$ cat config.mk
export PLATFORM = sky130hd
export DESIGN_NAME = axis_processor_arbiter
export DESIGN_NICKNAME = d
export VERILOG_FILES = /design/src/rtl/axis_processor_arbiter.sv
export SDC_FILE = /design/constraint.sdc
export NUM_CORES = 1
export LEC_CHECK = 0
export CELL_PAD_IN_SITES_DETAIL_PLACEMENT = 0
export CELL_PAD_IN_SITES_GLOBAL_PLACEMENT = 2
export CORE_MARGIN = 4
export CORE_UTILIZATION = 21
export DETAILED_ROUTE_END_ITERATION = 10
export HOLD_SLACK_MARGIN = 0.02
export PLACE_DENSITY_LB_ADDON = 0.05
export SYNTH_ARGS = -nofsm -noshare
export SYNTH_HDL_FRONTEND = slang
export SYNTH_SLANG_ARGS = --single-unit
$ cat constraint.sdc
create_clock -name clk -period 5.6 [get_ports clk]
set_clock_uncertainty 0.15 [all_clocks]
set_input_delay 0.56 -clock clk [delete_from_list [all_inputs] [get_ports clk]]
set_output_delay 0.56 -clock clk [all_outputs]
set_load 0.01 [all_outputs]
$ cat src/rtl/axis_processor_arbiter.sv
// axis_processor_arbiter
// Time-shares one AXI-Stream processor between NUM_REQ requesters.
// Session: IDLE (round-robin pick) -> CLEAR (processor held in reset)
// -> STREAM (owner's packet forwarded) -> DRAIN (wait for output to go quiet).
module axis_processor_arbiter #(
  parameter int NUM_REQ      = 4,
  parameter int INP_WIDTH    = 8,
  parameter int OUT_WIDTH    = 8,
  parameter int CLR_CYCLES   = 4,
  parameter int DRAIN_CYCLES = 16
) (
  input  logic                           clk,
  input  logic                           arstn,
  input  logic [NUM_REQ*INP_WIDTH-1:0]   s_axis_tdata,
  input  logic [NUM_REQ-1:0]             s_axis_tvalid,
  input  logic [NUM_REQ-1:0]             s_axis_tlast,
  output logic [NUM_REQ-1:0]             s_axis_tready,
  output logic [NUM_REQ*OUT_WIDTH-1:0]   m_axis_tdata,
  output logic [NUM_REQ-1:0]             m_axis_tvalid,
  input  logic [NUM_REQ-1:0]             m_axis_tready,
  output logic [INP_WIDTH-1:0]           p_s_axis_tdata,
  output logic                           p_s_axis_tvalid,
  input  logic                           p_s_axis_tready,
  input  logic [OUT_WIDTH-1:0]           p_m_axis_tdata,
  input  logic                           p_m_axis_tvalid,
  output logic                           p_m_axis_tready,
  output logic                           proc_arstn,
  output logic [NUM_REQ-1:0]             grant,
  output logic                           busy
);

  localparam int IW = (NUM_REQ > 1) ? $clog2(NUM_REQ) : 1;
  localparam int CW = (CLR_CYCLES > 1) ? $clog2(CLR_CYCLES + 1) : 1;
  localparam int DW = (DRAIN_CYCLES > 1) ? $clog2(DRAIN_CYCLES + 1) : 1;

  typedef enum logic [1:0] {
    S_IDLE   = 2'd0,
    S_CLEAR  = 2'd1,
    S_STREAM = 2'd2,
    S_DRAIN  = 2'd3
  } state_t;

  state_t             r_state;
  logic [NUM_REQ-1:0] r_grant;
  logic [IW-1:0]      r_owner;
  logic [IW-1:0]      r_rr_ptr;
  logic [CW-1:0]      r_clr_cnt;
  logic [DW-1:0]      r_idle_cnt;
  logic               r_proc_arstn;

  logic               w_req_any;
  logic [IW-1:0]      w_pick;
  logic [NUM_REQ-1:0] w_pick_oh;
  logic               w_stream;
  logic               w_fwd_out;
  logic               w_own_vld;
  logic               w_own_last;
  logic               w_own_mready;
  logic [INP_WIDTH-1:0] w_own_data;
  logic               w_last_acc;
  logic [IW-1:0]      w_next_ptr;

  // Round-robin pick: first valid requester scanning upward from r_rr_ptr.
  always_comb begin
    int idx;
    idx       = 0;
    w_req_any = 1'b0;
    w_pick    = '0;
    w_pick_oh = '0;
    for (int k = 0; k < NUM_REQ; k++) begin
      idx = int'(r_rr_ptr) + k;
      if (idx >= NUM_REQ) idx = idx - NUM_REQ;
      if (!w_req_any && s_axis_tvalid[idx]) begin
        w_req_any = 1'b1;
        w_pick    = IW'(idx);
      end
    end
    if (w_req_any) w_pick_oh[w_pick] = 1'b1;
  end

  // Select the owner's input-side signals; constant slice indices keep the mux clean.
  always_comb begin
    w_own_vld    = 1'b0;
    w_own_last   = 1'b0;
    w_own_mready = 1'b0;
    w_own_data   = '0;
    for (int i = 0; i < NUM_REQ; i++) begin
      if (r_owner == IW'(i)) begin
        w_own_vld    = s_axis_tvalid[i];
        w_own_last   = s_axis_tlast[i];
        w_own_mready = m_axis_tready[i];
        w_own_data   = s_axis_tdata[i*INP_WIDTH +: INP_WIDTH];
      end
    end
  end

  assign w_stream   = (r_state == S_STREAM);
  assign w_fwd_out  = (r_state == S_STREAM) || (r_state == S_DRAIN);
  assign w_last_acc = w_stream && w_own_vld && p_s_axis_tready && w_own_last;
  assign w_next_ptr = (r_owner == IW'(NUM_REQ - 1)) ? '0 : r_owner + 1'b1;

  // Input path: only the owner talks to the processor, and only while streaming.
  // Valid depends on state and the requester alone, never on the processor's ready.
  assign p_s_axis_tvalid = w_stream && w_own_vld;
  assign p_s_axis_tdata  = w_stream ? w_own_data : '0;
  assign s_axis_tready   = (w_stream && p_s_axis_tready) ? r_grant : '0;

  // Output path: data fans out to every slice, the valid bit steers it to the owner.
  assign m_axis_tdata    = {NUM_REQ{p_m_axis_tdata}};
  assign m_axis_tvalid   = (w_fwd_out && p_m_axis_tvalid) ? r_grant : '0;
  assign p_m_axis_tready = w_fwd_out && w_own_mready;

  assign grant      = r_grant;
  assign busy       = (r_state != S_IDLE);
  assign proc_arstn = r_proc_arstn;

  // Session FSM: arbitration, processor clear, packet forwarding and drain detection.
  always_ff @(posedge clk) begin
    if (!arstn) begin
      r_state      <= S_IDLE;
      r_grant      <= '0;
      r_owner      <= '0;
      r_rr_ptr     <= '0;
      r_clr_cnt    <= '0;
      r_idle_cnt   <= '0;
      r_proc_arstn <= 1'b0;
    end else begin
      case (r_state)
        S_IDLE: begin
          r_proc_arstn <= 1'b1;
          if (w_req_any) begin
            r_state      <= S_CLEAR;
            r_grant      <= w_pick_oh;
            r_owner      <= w_pick;
            r_clr_cnt    <= '0;
            r_proc_arstn <= 1'b0;
          end
        end
        S_CLEAR: begin
          // Processor reset stays low for CLR_CYCLES full cycles.
          if (r_clr_cnt == CW'(CLR_CYCLES - 1)) begin
            r_state      <= S_STREAM;
            r_proc_arstn <= 1'b1;
          end else begin
            r_clr_cnt <= r_clr_cnt + 1'b1;
          end
        end
        S_STREAM: begin
          if (w_last_acc) begin
            r_state    <= S_DRAIN;
            r_idle_cnt <= '0;
          end
        end
        S_DRAIN: begin
          // Any output activity (even stalled) restarts the quiet-time count.
          if (p_m_axis_tvalid) begin
            r_idle_cnt <= '0;
          end else if (r_idle_cnt == DW'(DRAIN_CYCLES - 1)) begin
            r_state    <= S_IDLE;
            r_grant    <= '0;
            r_rr_ptr   <= w_next_ptr;
            r_idle_cnt <= '0;
          end else begin
            r_idle_cnt <= r_idle_cnt + 1'b1;
          end
        end
        default: begin
          r_state <= S_IDLE;
          r_grant <= '0;
        end
      endcase
    end
  end

endmodule

==> summary.txt <==
Die
  • Die width: 102 microns
  • Die height: 102 microns
  • Die area: 0.0105 sq mm
  • IO Pins: 112
  • CORE AREA: 0.00868 sq mm
  • Row Count: 34
  • Starting Density: 21.5%

Setup path
  • CP endpoint kind: output pin
  • CP max FO: 13
  • WP data arrival: 2970 ps
  • CP startpoint kind: register
  • Setup CP Type: reg2out
  • Reg2reg path depth: 7
  • WP data required: 4890 ps

CTS
  • Post-CTS setup buffer count: 0
  • Clock Tree Buf Depth: 2
  • Total CTS buffers: 3
  • H-tree levels: 1
  • CTS tree: yes
  • Clock Latency Late Sink: 270 ps
  • Resize count post-CTS: 0
  • Clock sink total: 19
  • CTS clk-pin slew, worst paths: 90 ps
  • CTS root buf: clkbuf_8
  • Hold_buf cts: 0

Synthesis
  • Share of flip-flops with an asynchronous set or reset: 0%
  • Distinct cells, synth: 48
  • Top cell type's share of synthesized area: 20.3%
  • Synthesized area per cell: 7.57 sq um
  • Seq/Total Area, Yosys: 20.3%
  • Syn nets: 314
  • Synthesized cell area: 0.00187 sq mm
  • Post-Syn Instances: 247
  • Library cell with the largest summed area after synthesis: dfxtp_1
  • EDFF count, synth: 0
  • Ys Warns: 0
  • Top FF cell, synth: dfxtp_1
  • Synthesized flop and latch total: 19
  • Largest cells by area after synthesis: dfxtp_1 20%, buf_4 13%, ha_1 7.4%, a21oi_1 6.4%, a221oi_1 3.7%

Timing
  • Setup TNS: 0 ps
  • Final hold violation count: 0
  • Unrepaired setup endpoints after global routing: no
  • Slew @ Worst Pin: 952 ps
  • Max Clk Rate: 0.272 GHz
  • Fin crit share: 65.7%
  • # setup viols final: 0
  • Pins over their slew limit: 0
  • Final min period: 3680 ps
  • Slew headroom: 36.5%

Global route
  • Gr ovfl total: 0
  • First-pass GRT wire length: 9580 microns
  • Number of global-route vias before repair: 1715
  • Number of antenna violations at the first check in global routing: 0
  • Largest net degree at the start of global routing: 26
  • Tot GR Track Use: 11.8%

Detailed routing
  • Avg Vias per Cell: 4.60
  • Via count: 1762
  • 1st-iter DRT viols: 63
  • DRC errors left: 0
  • First-pass iteration count of the detailed router: 5
  • Wire per inst: 16.2 microns
  • Post-DRT Antenna Nets: 0
  • Final WL: 6190 microns

Pwr
  • Internal power: 0.000372 W
  • Leak Pwr: 0.868 nW
  • Clock share of power: 16.3%
  • Sw Ratio: 40.4%
  • Power Dens Cells: 255 mW/mm^2
  • Max IR drop VDD: 0.0000845 V
  • Gate power share: 56.7%
  • NetSw: 0.000252 W
  • Part of the power in registers: 27.0%

Worst hold path
  • Hold depth: 1
  • Hold crit path type: reg2reg

Cells and area
  • FF/Latch Area: 380 sq um
  • Layout area overhead: 31.2%
  • Core Util, Final: 28.3%
  • Filler cells: 960
  • Final nets: 343
  • Share of cells above drive strength 1: 5.09%
  • Antenna cells: 0
  • Area of the multi-input gates: 0.00113 sq mm

Placement
  • DP Wirelength: 4910 microns
  • Final Wtd Congestion: 0.715
  • Input/output buffers: 71

Run status
  • Status: finished, final reports clean

Job
  • MaxCap Viol Count: 0
## worst max-delay path, cell delays in order, from the launching register on
cell             delay [ps]
dfxtp_1                 380
inv_1                    70
ha_1                    350
nor2b_1                 650
a221o_1                 340
o21ai_0                 100
o21ai_0                 130
and2_1                  140
clkdlybuf4s50_1         550
## routing by layer
| metal | track usage [%] | wire length [microns] | vias to the layer above |
|---|---|---|---|
| li1 | - | - | 904 |
| met1 | 16.7 | 2980 | 805 |
| met2 | 18.9 | 2750 | 47 |
| met3 | 1.98 | 437 | 6 |
| met4 | 2.12 | 25 | 0 |
| met5 | 0 | 0 | - |
## cell usage after synthesis, drive strengths merged, types with 3 or more instances
master and n:
nand2b 6, a31oi 6, a21oi 24, nor3 9
and3 5, nor2 17, nor2b 11, nand2 14
and2 7, inv 12, nand3b 3, clkbuf 9
mux2i 4, a221oi 8, o21ai 11, ha 11
nand3 4, dfxtp 19, buf 38
## worst paths after layout
check / endpoint / slack [ps] / from
worst min register to register: r_idle_cnt[4] / 300 / r_idle_cnt[4]
worst max-delay path: p_s_axis_tvalid / 1920 / r_owner[1]
worst min-delay path: r_idle_cnt[4] / 300 / r_idle_cnt[4]
worst max register to register: r_idle_cnt[2] / 2730 / r_owner[1]
## registers in the layout, summed over array words and instances, names as in the netlist
name and cells:
r_rr_ptr 2, proc_arstn 1, r_state 2, grant 4, r_owner 2, r_clr_cnt 3, r_idle_cnt 5
## per-stage QoR
stage                     setup slack (ps)  hold WS (ps)  total power (W)  std cells  cell area (sq um)
final                                 1920           303         0.000624        383               2450
after global routing                  1630           327         0.000684        383               2450
after CTS                             1820           304         0.000639        383               2450
after detailed placement              2120           291         0.000534        379               2400
after global placement                2250           286         0.000537        379               2400
after floorplan                       3320           282         0.000419        247               1870
## area by class of cell
cell class / instances / share of cell area, %
clock buffer: 3 / 1.68
clock inverter: 1 / 0.306
inverter: 12 / 1.84
multi-input combinational: 169 / 46.2
sequential: 19 / 15.5
tap: 108 / 5.51
timing repair buffer: 71 / 29.0
## power groups by stage
| stage | Sequential [W] | Clock [W] | Combinational (W) |
|---|---|---|---|
| after floorplan | 0.000172 | 0 | 0.000247 |
| after global placement | 0.000172 | 0 | 0.000365 |
| after detailed placement | 0.000172 | 0 | 0.000361 |
| after CTS | 0.000169 | 0.000107 | 0.000363 |
| after global routing | 0.000173 | 0.000115 | 0.000397 |
| final | 0.000169 | 0.000102 | 0.000354 |
## layout by cell type, fill, tap and decap left out, types with 4 or more instances in the layout
master | synthesis | routed
a21oi_1 | 24 | 24
a221oi_1 | 8 | 8
a31oi_1 | 5 | 5
and2_1 | 7 | 7
and3_2 | 4 | 4
clkdlybuf4s50_1 | 0 | 71
dfxtp_1 | 19 | 19
ha_1 | 11 | 11
inv_1 | 12 | 12
mux2i_1 | 4 | 4
nand2_1 | 13 | 13
nand2b_1 | 6 | 6
nand3_1 | 4 | 4
nor2_1 | 17 | 17
nor2b_1 | 10 | 10
nor3_1 | 9 | 9
o21ai_0 | 11 | 11
## kinds of logic after synthesis
group	share of synthesized area, %
flops	20.3
simple gates	25.4
buf+inv	19.1
mux	2.14
fa+ha+maj	7.36
compound gates	25.6
Note: power is estimated with default switching activity, not from simulation.
